[config.mk]
export PLATFORM = sky130hd
export DESIGN_NAME = warp_pc_fetch
export DESIGN_NICKNAME = d
export VERILOG_FILES = /design/src/rtl/warp_pc_fetch.sv
export SDC_FILE = /design/constraint.sdc
export NUM_CORES = 2
export LEC_CHECK = 0
export CORE_UTILIZATION = 56
export DETAILED_ROUTE_END_ITERATION = 8
export PLACE_DENSITY = 0.92
export SLEW_MARGIN = 20
export SYNTH_ARGS = -nofsm -noshare
export SYNTH_HDL_FRONTEND = slang
export SYNTH_SLANG_ARGS = --single-unit
export TNS_END_PERCENT = 20
[constraint.sdc]
create_clock -name clk -period 13.45 [get_ports clk]
set_input_delay 2.69 -clock clk [delete_from_list [all_inputs] [get_ports clk]]
set_output_delay 2.69 -clock clk [all_outputs]
set_load 0.01 [all_outputs]
[src/rtl/warp_pc_fetch.sv]
// Per-warp PC file with a round-robin fetch scheduler feeding the instruction cache.
// Optional FETCH_CNT_EN adds FetchCnt_PC, a saturating count of granted fetches.
module warp_pc_fetch #(
    parameter int PC_WIDTH  = 32,
    parameter int NUM_WARPS = 8
) (
    input  logic                            clk,
    input  logic                            rst,
    input  logic                            Update_TM_PC,
    input  logic [2:0]                      WarpID_TM_PC,
    input  logic [PC_WIDTH-1:0]             StartPC_TM_PC,
    input  logic [NUM_WARPS-1:0]            Exit_ID_PC,
    input  logic [NUM_WARPS-1:0]            UpdatePC_Qual1_SIMT_PC,
    input  logic [NUM_WARPS-1:0]            UpdatePC_Qual2_SIMT_PC,
    input  logic [NUM_WARPS*PC_WIDTH-1:0]   TargetAddr_SIMT_PC_Flattened,
    input  logic [NUM_WARPS-1:0]            UpdatePC_Qual3_ID_PC,
    input  logic [PC_WIDTH-1:0]             TargetAddr_ID_PC,
    input  logic [NUM_WARPS-1:0]            Stall_SIMT_PC,
    input  logic [NUM_WARPS-1:0]            Full_IB_PC,
    input  logic                            Stall_ICache_PC,
    output logic                            FetchValid_PC_ICache,
    output logic [PC_WIDTH-1:0]             FetchAddr_PC_ICache,
    output logic [2:0]                      FetchWarpID_PC_ICache,
`ifdef FETCH_CNT_EN
    output logic [15:0]                     FetchCnt_PC,
`endif
    output logic [NUM_WARPS-1:0]            Active_PC
);

    localparam int WID_W = 3;

    logic [NUM_WARPS-1:0]                launch;
    logic [NUM_WARPS-1:0]                redirected;
    logic [NUM_WARPS-1:0]                eligible;
    logic [NUM_WARPS-1:0]                active_all;
    logic [NUM_WARPS-1:0][PC_WIDTH-1:0]  pc_all;

    logic [WID_W-1:0]    last_grant_q, last_grant_d;
    logic                fetch_valid_q, fetch_valid_d;
    logic [PC_WIDTH-1:0] fetch_addr_q, fetch_addr_d;
    logic [WID_W-1:0]    fetch_warp_q, fetch_warp_d;

    logic                grant_valid;
    logic                grant_fire;
    logic [WID_W-1:0]    grant_id;
    logic [WID_W-1:0]    scan_idx;

    // Per-warp PC/Active state with the fixed update priority.
    genvar gi;
    generate
        for (gi = 0; gi < NUM_WARPS; gi++) begin : g_warp
            logic [PC_WIDTH-1:0] pc_q, pc_d;
            logic                active_q, active_d;
            logic [PC_WIDTH-1:0] target_simt;

            assign target_simt     = TargetAddr_SIMT_PC_Flattened[gi*PC_WIDTH +: PC_WIDTH];
            assign launch[gi]      = Update_TM_PC && (WarpID_TM_PC == WID_W'(gi));
            assign redirected[gi]  = UpdatePC_Qual1_SIMT_PC[gi] | UpdatePC_Qual2_SIMT_PC[gi]
                                   | UpdatePC_Qual3_ID_PC[gi] | launch[gi];
            assign eligible[gi]    = active_q & ~Stall_SIMT_PC[gi] & ~Full_IB_PC[gi]
                                   & ~redirected[gi] & ~Exit_ID_PC[gi];
            assign pc_all[gi]      = pc_q;
            assign active_all[gi]  = active_q;

            always_comb begin
                pc_d     = pc_q;
                active_d = active_q;
                if (launch[gi]) begin
                    pc_d     = StartPC_TM_PC;
                    active_d = 1'b1;
                end else if (Exit_ID_PC[gi]) begin
                    active_d = 1'b0;
                end else if (UpdatePC_Qual1_SIMT_PC[gi] || UpdatePC_Qual2_SIMT_PC[gi]) begin
                    pc_d = target_simt;
                end else if (UpdatePC_Qual3_ID_PC[gi]) begin
                    pc_d = TargetAddr_ID_PC;
                end else if (grant_fire && (grant_id == WID_W'(gi))) begin
                    pc_d = pc_q + PC_WIDTH'(4);
                end
            end

            always_ff @(posedge clk or posedge rst) begin
                if (rst) begin
                    pc_q     <= '0;
                    active_q <= 1'b0;
                end else begin
                    pc_q     <= pc_d;
                    active_q <= active_d;
                end
            end
        end
    endgenerate

    // Scan from the farthest offset down so the nearest eligible warp after LastGrant wins.
    always_comb begin
        grant_valid = 1'b0;
        grant_id    = last_grant_q;
        scan_idx    = '0;
        for (int off = NUM_WARPS; off >= 1; off--) begin
            scan_idx = last_grant_q + WID_W'(off);
            if (eligible[scan_idx]) begin
                grant_valid = 1'b1;
                grant_id    = scan_idx;
            end
        end
    end

    assign grant_fire = grant_valid & ~Stall_ICache_PC;

    always_comb begin
        last_grant_d  = last_grant_q;
        fetch_valid_d = fetch_valid_q;
        fetch_addr_d  = fetch_addr_q;
        fetch_warp_d  = fetch_warp_q;
        if (!Stall_ICache_PC) begin
            fetch_valid_d = grant_valid;
            if (grant_valid) begin
                fetch_addr_d = pc_all[grant_id];
                fetch_warp_d = grant_id;
                last_grant_d = grant_id;
            end
        end
    end

    always_ff @(posedge clk or posedge rst) begin
        if (rst) begin
            last_grant_q  <= WID_W'(NUM_WARPS - 1);
            fetch_valid_q <= 1'b0;
            fetch_addr_q  <= '0;
            fetch_warp_q  <= '0;
        end else begin
            last_grant_q  <= last_grant_d;
            fetch_valid_q <= fetch_valid_d;
            fetch_addr_q  <= fetch_addr_d;
            fetch_warp_q  <= fetch_warp_d;
        end
    end

`ifdef FETCH_CNT_EN
    logic [15:0] fetch_cnt_q, fetch_cnt_d;

    always_comb begin
        fetch_cnt_d = fetch_cnt_q;
        if (grant_fire && (fetch_cnt_q != 16'hFFFF)) begin
            fetch_cnt_d = fetch_cnt_q + 16'd1;
        end
    end

    always_ff @(posedge clk or posedge rst) begin
        if (rst) begin
            fetch_cnt_q <= '0;
        end else begin
            fetch_cnt_q <= fetch_cnt_d;
        end
    end

    assign FetchCnt_PC = fetch_cnt_q;
`endif

    assign FetchValid_PC_ICache  = fetch_valid_q;
    assign FetchAddr_PC_ICache   = fetch_addr_q;
    assign FetchWarpID_PC_ICache = fetch_warp_q;
    assign Active_PC             = active_all;

    // Decode guarantees at most one Qual3 redirect per cycle (shared target bus).
    qual3_onehot: assert property (@(posedge clk) disable iff (rst) $onehot0(UpdatePC_Qual3_ID_PC));

endmodule

### Word level (Yosys, flattened, before mapping)

Index checks and enable logic that the tools add are counted.

| storage, ports and cells | value |
|---|---|
| register bits | 303 |
| word-level logic and storage cells | 296 |
| input port bits | 375 |

| cells by class | value |
|---|---|
| $lt $le $gt $ge | 9 |
| equality and inequality tests | 22 |
| reductions and logical operators | 51 |
| muxes and demuxes | 89 |
| bitwise operators | 90 |
| add/sub/neg operators | 15 |

Operators by type and width:

| cell | number |
|---|---|
| 32-bit 2-to-1 mux | 41 |
| 32-bit by 3-bit adder with 32-bit output (second input constant) | 8 |
| 32-bit binary-select mux with 3-bit select | 1 |
| 3-bit by 4-bit < comparator with 1-bit output (second input constant) | 9 |
| 1-bit bitwise AND | 33 |
| 1-bit inverter | 33 |
| 1-bit 2-to-1 mux | 32 |
| 4-bit nonzero test | 8 |
| 1-bit binary-select mux with 3-bit select | 8 |
| 3-bit equality test (second input constant) | 8 |
| 1-bit OR | 24 |
| 3-bit 2-to-1 mux | 7 |
| 2-bit AND reduction | 9 |
| 1-bit logical AND | 16 |
| 2-bit by 1-bit inequality test with 1-bit output (second input constant) | 8 |
| 2-bit nonzero test | 8 |
| 3-bit adder (second input constant) | 4 |
| 3-bit by 2-bit equality test with 1-bit output (second input constant) | 4 |
| 1-bit logical OR | 8 |
| 3-bit by 2-bit adder with 3-bit output (second input constant) | 2 |
| 3-bit by 1-bit equality test with 1-bit output (second input constant) | 2 |
| 3-bit logical NOT | 2 |
| 3-bit by 1-bit adder with 3-bit output (second input constant) | 1 |

### Depth between registers and ports, before layout

| logic depth | value |
|---|---|
| depth after elaboration | 23 |
| gate-level depth with buffers | 19 |

### Worst setup path before layout

OpenSTA, ideal clock, no wires.

| path | value |
|---|---|
| path kind | in2reg |
| start | input UpdatePC_Qual3_ID_PC[0] |
| end | register g_warp[1].pc_q[19] |
| data arrival time | 6.297 ns |
| stages on the path | 16 |
| slack | 7.067 ns |
| required time | 13.364 ns |
| path buffers | 5 |
| cells stage by stage | buf_2 > or3_1 > buf_2 > or3_1 > mux4_2 > mux2i_4 > nor4b_1 > a2111oi_2 > and3_1 > buf_4 > o2111ai_4 > and2_4 > or3_1 > buf_2 > buf_6 > o221ai_2 |

| between the ends | value |
|---|---|
| word-level cells in the longest chain between the ends | 19 |
| elaborated cells between the ends (all ways) | 41 |
| classes of those cells | eq/ne (1); mux (31); bitwise (6); reduce/logical (3) |

RTL lines:

| item | RTL line | text |
|---|---|---|
| from (decl) | 16 | `input logic [NUM_WARPS-1:0] UpdatePC_Qual3_ID_PC,` |
| 1-bit OR (*) (2 in series) | 59 | `\| UpdatePC_Qual3_ID_PC[gi] \| launch[gi];` |
| 1-bit inverter (*) | 61 | `& ~redirected[gi] & ~Exit_ID_PC[gi];` |
| 1-bit bitwise AND (*) (2 in series) | 61 |  |
| 1-bit binary-select mux with 3-bit select | 101 | `if (eligible[scan_idx]) begin` |
| 1-bit 2-to-1 mux (implied by the code) | 101 |  |
| 1-bit 2-to-1 mux (8 in series) | 101 |  |
| 1-bit bitwise AND | 108 | `assign grant_fire = grant_valid & ~Stall_ICache_PC;` |
| 1-bit logical AND (*) | 77 | `end else if (grant_fire && (grant_id == WID_W'(gi))) begin` |
| 4-bit nonzero test (no line) (*) | - |  |
| 2-bit AND reduction (no line) (*) | - |  |
| to (signal assigned) | 87 | `pc_q <= pc_d;` |
| to (decl) | 52 | `logic [PC_WIDTH-1:0] pc_q, pc_d;` |

Mark *: on every way between the ends. The rest lies on a longest branch, timed or not. The select of a mux whose other input is x is not followed.
A chain may end at the register's enable or synchronous reset.

### Worst setup path in the final report

| path | value |
|---|---|
| start | input Exit_ID_PC[1] |
| end | register g_warp[0].pc_q[25] |

| between the ends | value |
|---|---|
| word-level cells in the longest chain between the ends | 16 |
| elaborated cells between the ends (all ways) | 38 |
| classes of those cells | mux (31); bitwise (3); reduce/logical (4) |

RTL lines:

| item | RTL line | text |
|---|---|---|
| from (decl) | 12 | `input logic [NUM_WARPS-1:0] Exit_ID_PC,` |
| 1-bit inverter (*) | 61 |  |
| 1-bit bitwise AND (*) | 61 |  |
| 1-bit binary-select mux with 3-bit select | 101 |  |
| 1-bit 2-to-1 mux (implied by the code) | 101 |  |
| 1-bit 2-to-1 mux (8 in series) | 101 |  |
| 1-bit bitwise AND | 108 |  |
| 1-bit logical AND (*) | 77 |  |
| 4-bit nonzero test (no line) (*) | - |  |
| 2-bit AND reduction (no line) (*) | - |  |
| to (signal assigned) | 87 |  |
| to (decl) | 52 |  |

Marked as above.

==> flow_summary.ini <==
[power]
p_int_mw = 2.93
p_comb_share_pct = 54.2
clkPwrFrac_pct = 18.7
finalPower_mw = 5.53
vdd_drop_max_mv = 0.207
p_leak_nw = 12.2
swShare_pct = 46.9
power_switching_mw = 2.59
seqPwrFrac_pct = 27.1
powerDensity_mw_per_mm2 = 178

[finish]
drive_above_1_share_pct = 5.44
stdcell_count = 4282
nets = 4037
multi_input_area_mm2 = 0.0169
syn2layout_area_growth_pct = 19.9
final_cell_area_mm2 = 0.0311
final_util_pct = 68.3
fillers = 3681
seqCellArea_mm2 = 0.00759

[timing]
max_freq_mhz = 109
fin_skew_ns = 0.0201
worst_slack_ns = 4.28
setup-tns-final_ns = 0
final_max_slew_viol_count = 0
hold_violations = 0
whs_ns = 0.490
fin_crit_sh_pct = 68.2
setup_viol = 0
max-slew-margin-rel_pct = 17.2
rsz0062_at_grt = false
fin_crit_ns = 9.17
tightest_slew_ns = 1.23

[detailed_routing]
avgViaCountPerCell = 6.75
post_drt_wl_per_cell_um = 24.6
drcViolationCount = 0
ant_nets = 0
first_pass_iters = 9
drt-total-wl_um = 106000
via_count = 28900
dr.first_iter.drc_count = 4550

[cts]
tritoncts = yes
cts_buffers = 36
cts-root-buf = clkbuf_16
h-tree-depth = 2
ctsHoldBuffers = 0
clock_sinks = 303
cts_setup_buffers = 0
post_cts_resize_count = 0
cts.path.max_buffers = 3
clk_latency_ns = 0.56
clkSlewWorstSetupHoldPaths_ns = 0.07

[synth]
ys_warn_count = 0
ys_ff_latch = 303
async_flop_share_pct = 100
netlist_area_mm2 = 0.0260
synth.net_count = 3878
synth_cell_types = 82
ys.flop_type = dfrtp_1
synth_edf_count = 0
yosysSeqAreaShare_pct = 29.2
synthCells = 3493
postSynthAreaPerCell_um2 = 7.44

[floorplanning]
core_mm2 = 0.0456
fp.dieW_um = 217
initial_core_util_pct = 57.0
io_pins = 419
die_area_mm2 = 0.0472
num_rows = 78
die_y_um = 217

[place]
dp_slack_ns = 4.02
place_inst = 4214
dp_hpwl_um = 77800
portBuffers = 418
routabilityCongestion = 1.00
post_dp_cell_area_mm2 = 0.0299

[critical_path]
end_kind = flip-flop
cp.required_ns = 13.88
path_class = input pin to flip-flop
cp_max_fo = 59
start_kind = input pin
arrival_ns = 9.59

[worst_hold_path]
worstHoldPathType = flip-flop to flip-flop

[global_routing]
gr-total-overflow = 0
first_global_vias = 26700
grt_first_pass_wirelength_um = 157000
grt_max_degree = 104
antenna_found_initial = 4
grt_usage_pct = 43.1

[status]
outcome = completed

[job]
cap_violations = 0
==> layer usage <==
metal	wire length [µm]	GRT usage, %	share of wire (%)	up-vias
li1	-	-	-	12700
met2	44800	63.6	42	2421
met1	38700	58.6	37	13400
met5	0	0	0	-
met3	17300	12.6	16	355
met4	4740	18.2	4.5	0
==> critical path, cell delays in order <==
cell             delay (ns)
clkdlybuf4s50_1        0.71
nor4b_1                1.12
nand3_1                0.46
mux4_2                 0.57
mux2_2                 0.33
nor4b_1                0.33
a2111oi_2              0.13
nand3_4                0.57
buf_4                  0.62
o2111ai_1              0.50
a21oi_4                1.05
nor2_1                 0.14
a221o_1                0.31
==> registers in the layout, indices dropped and copies added, names as in the netlist <==
| signal | cells |
|---|---|
| g_warp.pc_q | 256 |
| FetchAddr_PC_ICache | 32 |
| last_grant_q | 3 |
| FetchValid_PC_ICache | 1 |
| g_warp.active_q | 8 |
| FetchWarpID_PC_ICache | 3 |
==> layout by cell type, fill, tap and decap left out, drive strengths merged, types with 23 or more instances in the layout <==
cell type      synthesis  final
xnor2                145    145
nand2                540    540
xor2                  72     72
clkdlybuf4s50          0    410
o21ai                362    362
dfrtp                300    300
a221oi                23     23
o221ai                25     25
nand4                 50     50
inv                   61     63
o22ai                 77     77
a32o                  42     42
nor2                 391    391
nand3                 96     96
clkbuf               241     54
a2111oi               26     26
and3                  58     58
mux2i                205    205
buf                   99     51
nor3                  32     32
a21oi                303    303
a2bb2oi               60     60
o31ai                 48     48
==> final cells by class <==
cell class	instances	area share, %
Multi-Input combinational cell	2788	54.3
Sequential cell	303	24.4
Timing Repair Buffer	461	14.3
Clock buffer	54	3.37
Tap cell	600	2.41
Inverter	62	0.772
Clock inverter	11	0.454
Antenna cell	3	0.0241
==> path summary, 6_finish.rpt <==
check / from / end / slack (ns) / cells past startpoint
max: Exit_ID_PC[1] / g_warp[0].pc_q[25] / 4.28 / 13
min: FetchAddr_PC_ICache[0] / FetchAddr_PC_ICache[0] / 0.49 / 2
max reg2reg: last_grant_q[0] / g_warp[0].pc_q[25] / 5.91 / 14
min reg2reg: FetchAddr_PC_ICache[0] / FetchAddr_PC_ICache[0] / 0.49 / 2
max in group asynchronous: rst / g_warp[7].pc_q[20] / 9.32 / 3
min in group asynchronous: rst / g_warp[4].pc_q[30] / 2.65 / 2
==> cells by family after synthesis <==
family,count (synthesis),share of synthesized area (%)
compound gates,1059,25.7
fa+ha+maj,10,0.482
xor+xnor,217,7.32
flops,303,29.2
buf+inv,402,6.29
mux,234,9.55
simple gates,1268,21.5
==> Yosys cell counts, types with 58 or more instances <==
cell type,number,area (µm²)
a2bb2oi_1,60,526
nand2_1,540,2030
xor2_1,72,631
nor2_1,391,1470
and3_1,58,363
xnor2_1,145,1270
clkbuf_1,229,860
nand3_1,95,475
a21oi_1,303,1520
inv_1,60,225
o21ai_0,348,1740
o22ai_1,77,482
mux2i_1,204,2040
dfrtp_1,300,7510
==> power groups by stage <==
stage	combinational, mW	sequential [mW]	clock (mW)
finish	3.00	1.50	1.03
global route	3.15	1.51	1.06
CTS	2.88	1.47	1.02
detailed placement	2.86	1.49	0
global placement	2.81	1.48	0
floorplan	1.99	1.36	0
(Power assumes the default switching activity.)
